**src/rtl/edge_flit_tx_if.sv**
```systemverilog
// rtl/edge_flit_tx_if.sv - host-side packet handshake bundle for edge_flit_tx
interface edge_flit_tx_if #(
  parameter int PAY_FLITS = 2
);
  logic                   pkt_valid;
  logic                   pkt_ready;
  logic [3:0]             pkt_dest;
  logic [4*PAY_FLITS-1:0] pkt_payload;

  modport master (
    output pkt_valid,
    output pkt_dest,
    output pkt_payload,
    input  pkt_ready
  );

  modport slave (
    input  pkt_valid,
    input  pkt_dest,
    input  pkt_payload,
    output pkt_ready
  );
endinterface

```
**src/rtl/edge_flit_tx.sv**
```systemverilog
// rtl/edge_flit_tx.sv - packet FIFO feeding a cell edge port as head + payload flits
module edge_flit_tx #(
  parameter int DEPTH     = 4,
  parameter int PAY_FLITS = 2
) (
  input  logic          clk,
  input  logic          rst_n,
  edge_flit_tx_if.slave pkt,
  output logic [3:0]    flit_out,
  output logic          flit_en,
  input  logic          cell_full,
  output logic          busy,
  output logic [4:0]    fifo_count,
  output logic [15:0]   sent_count
);
  localparam int PB = 4 * PAY_FLITS;
  localparam int AW = (DEPTH > 1) ? $clog2(DEPTH) : 1;

  typedef enum logic [1:0] {IDLE, HEAD, BODY} state_t;

  state_t          state_q, state_d;
  logic [AW-1:0]   wr_ptr, rd_ptr;
  logic [3:0]      mem_dest [DEPTH];
  logic [PB-1:0]   mem_pay  [DEPTH];
  logic [3:0]      head_q;
  logic [PB-1:0]   shift_q;
  logic [1:0]      idx_q, idx_d;
  logic            push, pop, send, last_flit, fifo_nonempty;

  assign fifo_nonempty = (fifo_count != 5'd0);
  assign pkt.pkt_ready = (fifo_count < 5'(DEPTH));
  assign push          = pkt.pkt_valid && pkt.pkt_ready;
  assign busy          = (state_q != IDLE) || fifo_nonempty;
  assign last_flit     = (idx_q == 2'(PAY_FLITS - 1));

  // cell_full freezes every state, IDLE included, so a stalled edge leaves packets in the FIFO
  always_comb begin
    state_d  = state_q;
    idx_d    = idx_q;
    pop      = 1'b0;
    send     = 1'b0;
    flit_out = 4'h0;
    flit_en  = 1'b0;
    case (state_q)
      IDLE: begin
        if (fifo_nonempty && !cell_full) begin
          state_d = HEAD;
          pop     = 1'b1;
        end
      end
      HEAD: begin
        flit_out = head_q;
        flit_en  = !cell_full;
        send     = !cell_full;
        if (send) begin
          state_d = BODY;
          idx_d   = 2'd0;
        end
      end
      BODY: begin
        flit_out = shift_q[PB-1 -: 4];
        flit_en  = !cell_full;
        send     = !cell_full;
        if (send) begin
          if (last_flit) begin
            if (fifo_nonempty) begin
              state_d = HEAD;
              pop     = 1'b1;
            end else begin
              state_d = IDLE;
            end
          end else begin
            idx_d = idx_q + 2'd1;
          end
        end
      end
      default: state_d = IDLE;
    endcase
  end

  always_ff @(posedge clk or negedge rst_n) begin
    if (!rst_n) begin
      state_q    <= IDLE;
      idx_q      <= 2'd0;
      wr_ptr     <= '0;
      rd_ptr     <= '0;
      fifo_count <= 5'd0;
      sent_count <= 16'd0;
      head_q     <= 4'h0;
      shift_q    <= '0;
    end else begin
      state_q <= state_d;
      idx_q   <= idx_d;
      if (push) wr_ptr <= wr_ptr + 1'b1;
      if (pop) begin
        rd_ptr  <= rd_ptr + 1'b1;
        head_q  <= mem_dest[rd_ptr];
        shift_q <= mem_pay[rd_ptr];
      end else if (send && state_q == BODY) begin
        shift_q <= shift_q << 4;
      end
      fifo_count <= fifo_count + 5'(push) - 5'(pop);
      if (send && state_q == BODY && last_flit) sent_count <= sent_count + 16'd1;
    end
  end

  // storage needs no reset: pointers and count define what is valid
  always_ff @(posedge clk) begin
    if (push) begin
      mem_dest[wr_ptr] <= pkt.pkt_dest;
      mem_pay[wr_ptr]  <= pkt.pkt_payload;
    end
  end
endmodule

```
**src/flat_wrapper.sv**
```systemverilog
// flat-port wrapper written by rule: the top's interface ports become plain ports
module edge_flit_tx_flat 
#(
  parameter int DEPTH     = 4,
  parameter int PAY_FLITS = 2
)
  (clk, rst_n, flit_out, flit_en, cell_full, busy, fifo_count, sent_count, pkt_pkt_valid, pkt_pkt_dest, pkt_pkt_payload, pkt_pkt_ready);
  edge_flit_tx_if #(.PAY_FLITS(PAY_FLITS)) pkt_i ();
  input  logic clk;
  input  logic rst_n;
  output logic [3:0] flit_out;
  output logic flit_en;
  input  logic cell_full;
  output logic busy;
  output logic [4:0] fifo_count;
  output logic [15:0] sent_count;
  input wire logic [$bits(pkt_i.pkt_valid)-1:0] pkt_pkt_valid;
  input wire logic [$bits(pkt_i.pkt_dest)-1:0] pkt_pkt_dest;
  input wire logic [$bits(pkt_i.pkt_payload)-1:0] pkt_pkt_payload;
  output wire logic [$bits(pkt_i.pkt_ready)-1:0] pkt_pkt_ready;
  assign pkt_i.pkt_valid = pkt_pkt_valid;
  assign pkt_i.pkt_dest = pkt_pkt_dest;
  assign pkt_i.pkt_payload = pkt_pkt_payload;
  assign pkt_pkt_ready = pkt_i.pkt_ready;
  edge_flit_tx #(.DEPTH(DEPTH), .PAY_FLITS(PAY_FLITS)) u_core (.clk(clk), .rst_n(rst_n), .pkt(pkt_i), .flit_out(flit_out), .flit_en(flit_en), .cell_full(cell_full), .busy(busy), .fifo_count(fifo_count), .sent_count(sent_count));
endmodule
```
**config.mk**
```make
export PLATFORM = sky130hd
export DESIGN_NAME = edge_flit_tx_flat
export DESIGN_NICKNAME = d
export VERILOG_FILES = /design/src/rtl/edge_flit_tx_if.sv /design/src/rtl/edge_flit_tx.sv /design/src/flat_wrapper.sv
export SDC_FILE = /design/constraint.sdc
export NUM_CORES = 1
export LEC_CHECK = 0
export CAP_MARGIN = 20
export CORE_MARGIN = 3
export CORE_UTILIZATION = 56
export DETAILED_ROUTE_END_ITERATION = 7
export GPL_TIMING_DRIVEN = 1
export HOLD_SLACK_MARGIN = 0.08
export PLACE_DENSITY = 0.82
export SYNTH_ARGS = -nofsm -noshare
export SYNTH_HDL_FRONTEND = slang
export SYNTH_SLANG_ARGS = --single-unit
export TNS_END_PERCENT = 5
```
**constraint.sdc**
```tcl
create_clock -name clk -period 3 [get_ports clk]
set_input_delay 0.3 -clock clk [delete_from_list [all_inputs] [get_ports clk]]
set_output_delay 0.3 -clock clk [all_outputs]
set_load 0.01 [all_outputs]
```
==> reports/results.txt <==
Synthesized Nets: 305
Logic gate share of total power: 34.8%
Port bufs: 43
I/O Pins: 44
GRT Util Overall: 18.1%
Vias in the first global route: 2436
Startpoint Class: flop
Non-Filler Instances: 418
Clock Latency Late Sink: 0.34 ns
CTS Buffer Depth: 2
Yosys cell types: 42
FF-to-FF End: u_core.fifo_count[4]
Via density: 5.48
Initial Utilization: 58.0%
Psw: 1.27 mW
Pint: 2.62 mW
Crit path capture type: flop
Cells after Synth: 270
Post-CTS Setup Inserts: 0
Clock root buffer: clkbuf_8
Die width: 90.1 um
Leakage: 1.89 nW
Synth top area cells: edfxtp_1 36%, dfrtp_1 26%, mux4_2 6.2%, ha_1 5.7%, xnor2_1 2.4%
Seq cells post-synth: 89
Biggest area consumer among synthesized cells: edfxtp_1
Status: completed
# setup viols final: 0
Sequential fraction of the synthesis area: 62.2%
Design area: 4650 um^2
Worst slew pin tran: 0.892 ns
Layout cells sized above 1: 12.4%
Worst hold path class: in2async
Drt pass-1 iters: 7
CTS sink cnt: 89
RSZ-0062 raised after global routing: no
Clock period minus worst slack: 2.53 ns
CP Data Arrival Time: 2.80 ns
# nets final: 353
Slew margin rel.: 40.5%
CP max FO: 8
Internal reg-to-reg setup slack: 0.47 ns
Pwr dens: 837 nW/um^2
Initial antenna violation count: 0
Largest net degree at the start of global routing: 42
DR WL/cell: 16.4 um
Max-capacitance violation count: 0
Site Rows: 30
CTS resizes: 0
Crit path required time: 3.27 ns
Post-Place Cells: 403
Register share of total power: 45.2%
Placed inst area: 4470 um^2
Vias: 2292
Number of H-tree levels: 3
# hold bufs at CTS: 0
Fin util: 68.1%
Hpwl dp: 4780 um
Number of diodes: 0
Clk network pwr share: 20.0%
CORE AREA: 6830 um^2
Die extent in y: 90.1 um
Max-slew violations: 0
Area Overhead vs Synth: 17.4%
Remaining antenna violation count: 0
First-pass GRT wire length: 11700 um
Iter 0 DRT Violations: 127
Final setup TNS: 0 ns
Yosys top cell area share: 36.4%
Worst r2r path cells: 11
Syn Area/Cell: 14.7 um^2
CTS tree: done
Switching share of power: 32.6%
DRC: 0
Worst vdd ir: 0.000438 V
Drt total wl: 6860 um
Worst Skew: 0.00683 ns
Num CTS Buffers: 9
Final hold vios: 0
Filler cells: 490
Pwr Total: 3.89 mW
Yosys warnings: 0
Reg clk slew, reported paths: 0.08 ns
Most frequent cells in the layout: 48 x edfxtp_1, 42 x clkdlybuf4s50_1, 41 x dfrtp_1
Die area: 8130 um^2
Post-Syn Area: 3970 um^2
Gr ovfl total: 0
Final Cycle Share: 84.4%
Crit Path Category: reg2reg
Most common cell after layout, fill and taps aside: edfxtp_1
Max Freq: 0.395 GHz
GPL Wtd Cong: 0.785
R2R Path Start: u_core.idx_q[0]
==> worst max-delay path, cell delays in order, from the launching register on <==
cell and delay, ns:
dfrtp_1 0.42, ha_1 0.34, a21oi_2 0.23, nor3_4 0.06, ha_1 0.28, inv_1 0.05
ha_1 0.20, fa_1 0.40, a21oi_1 0.16, nor2_1 0.06, nor2_1 0.11, xor2_1 0.14
==> flip-flops by register name (all words and copies together) (netlist names) <==
name / flops
u_core.fifo_count: 5
u_core.head_q: 4
u_core.idx_q: 2
u_core.mem_dest: 16
u_core.mem_pay: 32
u_core.rd_ptr: 2
u_core.sent_count: 16
u_core.shift_q: 8
u_core.state_q: 2
u_core.wr_ptr: 2
==> cell usage after synthesis, drive strengths merged <==
master and n:
a21boi 1, a21o 2, a21oi 6, a22o 2, a22oi 4, a32o 1
and2 1, and3 7, and3b 1, buf 9, clkbuf 1, dfrtp 41
edfxtp 48, fa 1, ha 18, inv 12, mux2 5, mux2i 4
mux4 12, nand2 26, nand2b 2, nand3 7, nand3b 1, nand4 5
nor2 7, nor2b 5, nor3 6, nor4 1, nor4b 1, o21ai 10
o21bai 1, o31ai 1, xnor2 11, xor2 10
==> power groups by stage <==
stage          registers [mW]  clock network [mW]  logic, mW
6_report                 1.76               0.777       1.36
5_1_grt                  1.80               0.846       1.52
4_1_cts                  1.76               0.797       1.38
3_5_place_dp             1.79                   0       1.37
3_3_place_gp             1.77                   0       1.32
2_1_floorplan            1.71                   0       1.01
==> kinds of logic after synthesis <==
kind of cell / count (synthesis) / synth area share, %
xor gates and xnor gates: 21 / 4.64
muxes: 21 / 9.44
DFF: 89 / 62.2
AOI/OAI and AO/OA: 28 / 4.51
and+or+nand+nor: 70 / 10.0
buffers and inverters: 22 / 2.97
adders and majority gates: 19 / 6.19
==> worst max-delay path by stage <==
stage	start	end	slack, ns	cells after the start
global placement	u_core.fifo_count[3]	u_core.fifo_count[4]	0.62	12
detailed placement	u_core.idx_q[0]	u_core.fifo_count[4]	0.50	11
finish	u_core.idx_q[0]	u_core.fifo_count[4]	0.47	11
CTS	u_core.idx_q[0]	u_core.fifo_count[4]	0.45	11
global route	u_core.fifo_count[3]	u_core.fifo_count[4]	0.25	10
floorplan	u_core.fifo_count[3]	u_core.fifo_count[4]	0.47	13
==> layer usage <==
layer / track usage, % / vias up / wire length, um
met4: 6.76 / 0 / 69
li1: - / 1075 / -
met5: 0 / - / 0
met3: 3.26 / 7 / 237
met2: 29.7 / 59 / 3450
met1: 24.3 / 1151 / 3110
==> area by class of cell <==
class / count / area [um^2] / share of cell area [%]
inverter: 12 / 45.0 / 0.968
timing repair buffer: 47 / 455 / 9.79
clock inverter: 5 / 57.6 / 1.24
multi-input combinational: 159 / 1380 / 29.7
tap: 96 / 120 / 2.58
clock buffer: 10 / 128 / 2.74
sequential: 89 / 2470 / 53.0
==> stage by stage <==
step	hold WS (ns)	worst slack, ns
3_3_place_gp	0.460	0.619
5_1_grt	0.143	0.252
4_1_cts	0.109	0.449
2_1_floorplan	0.00441	0.465
6_report	0.0681	0.468
3_5_place_dp	0.487	0.496
Power figures use the tool's default switching activity.
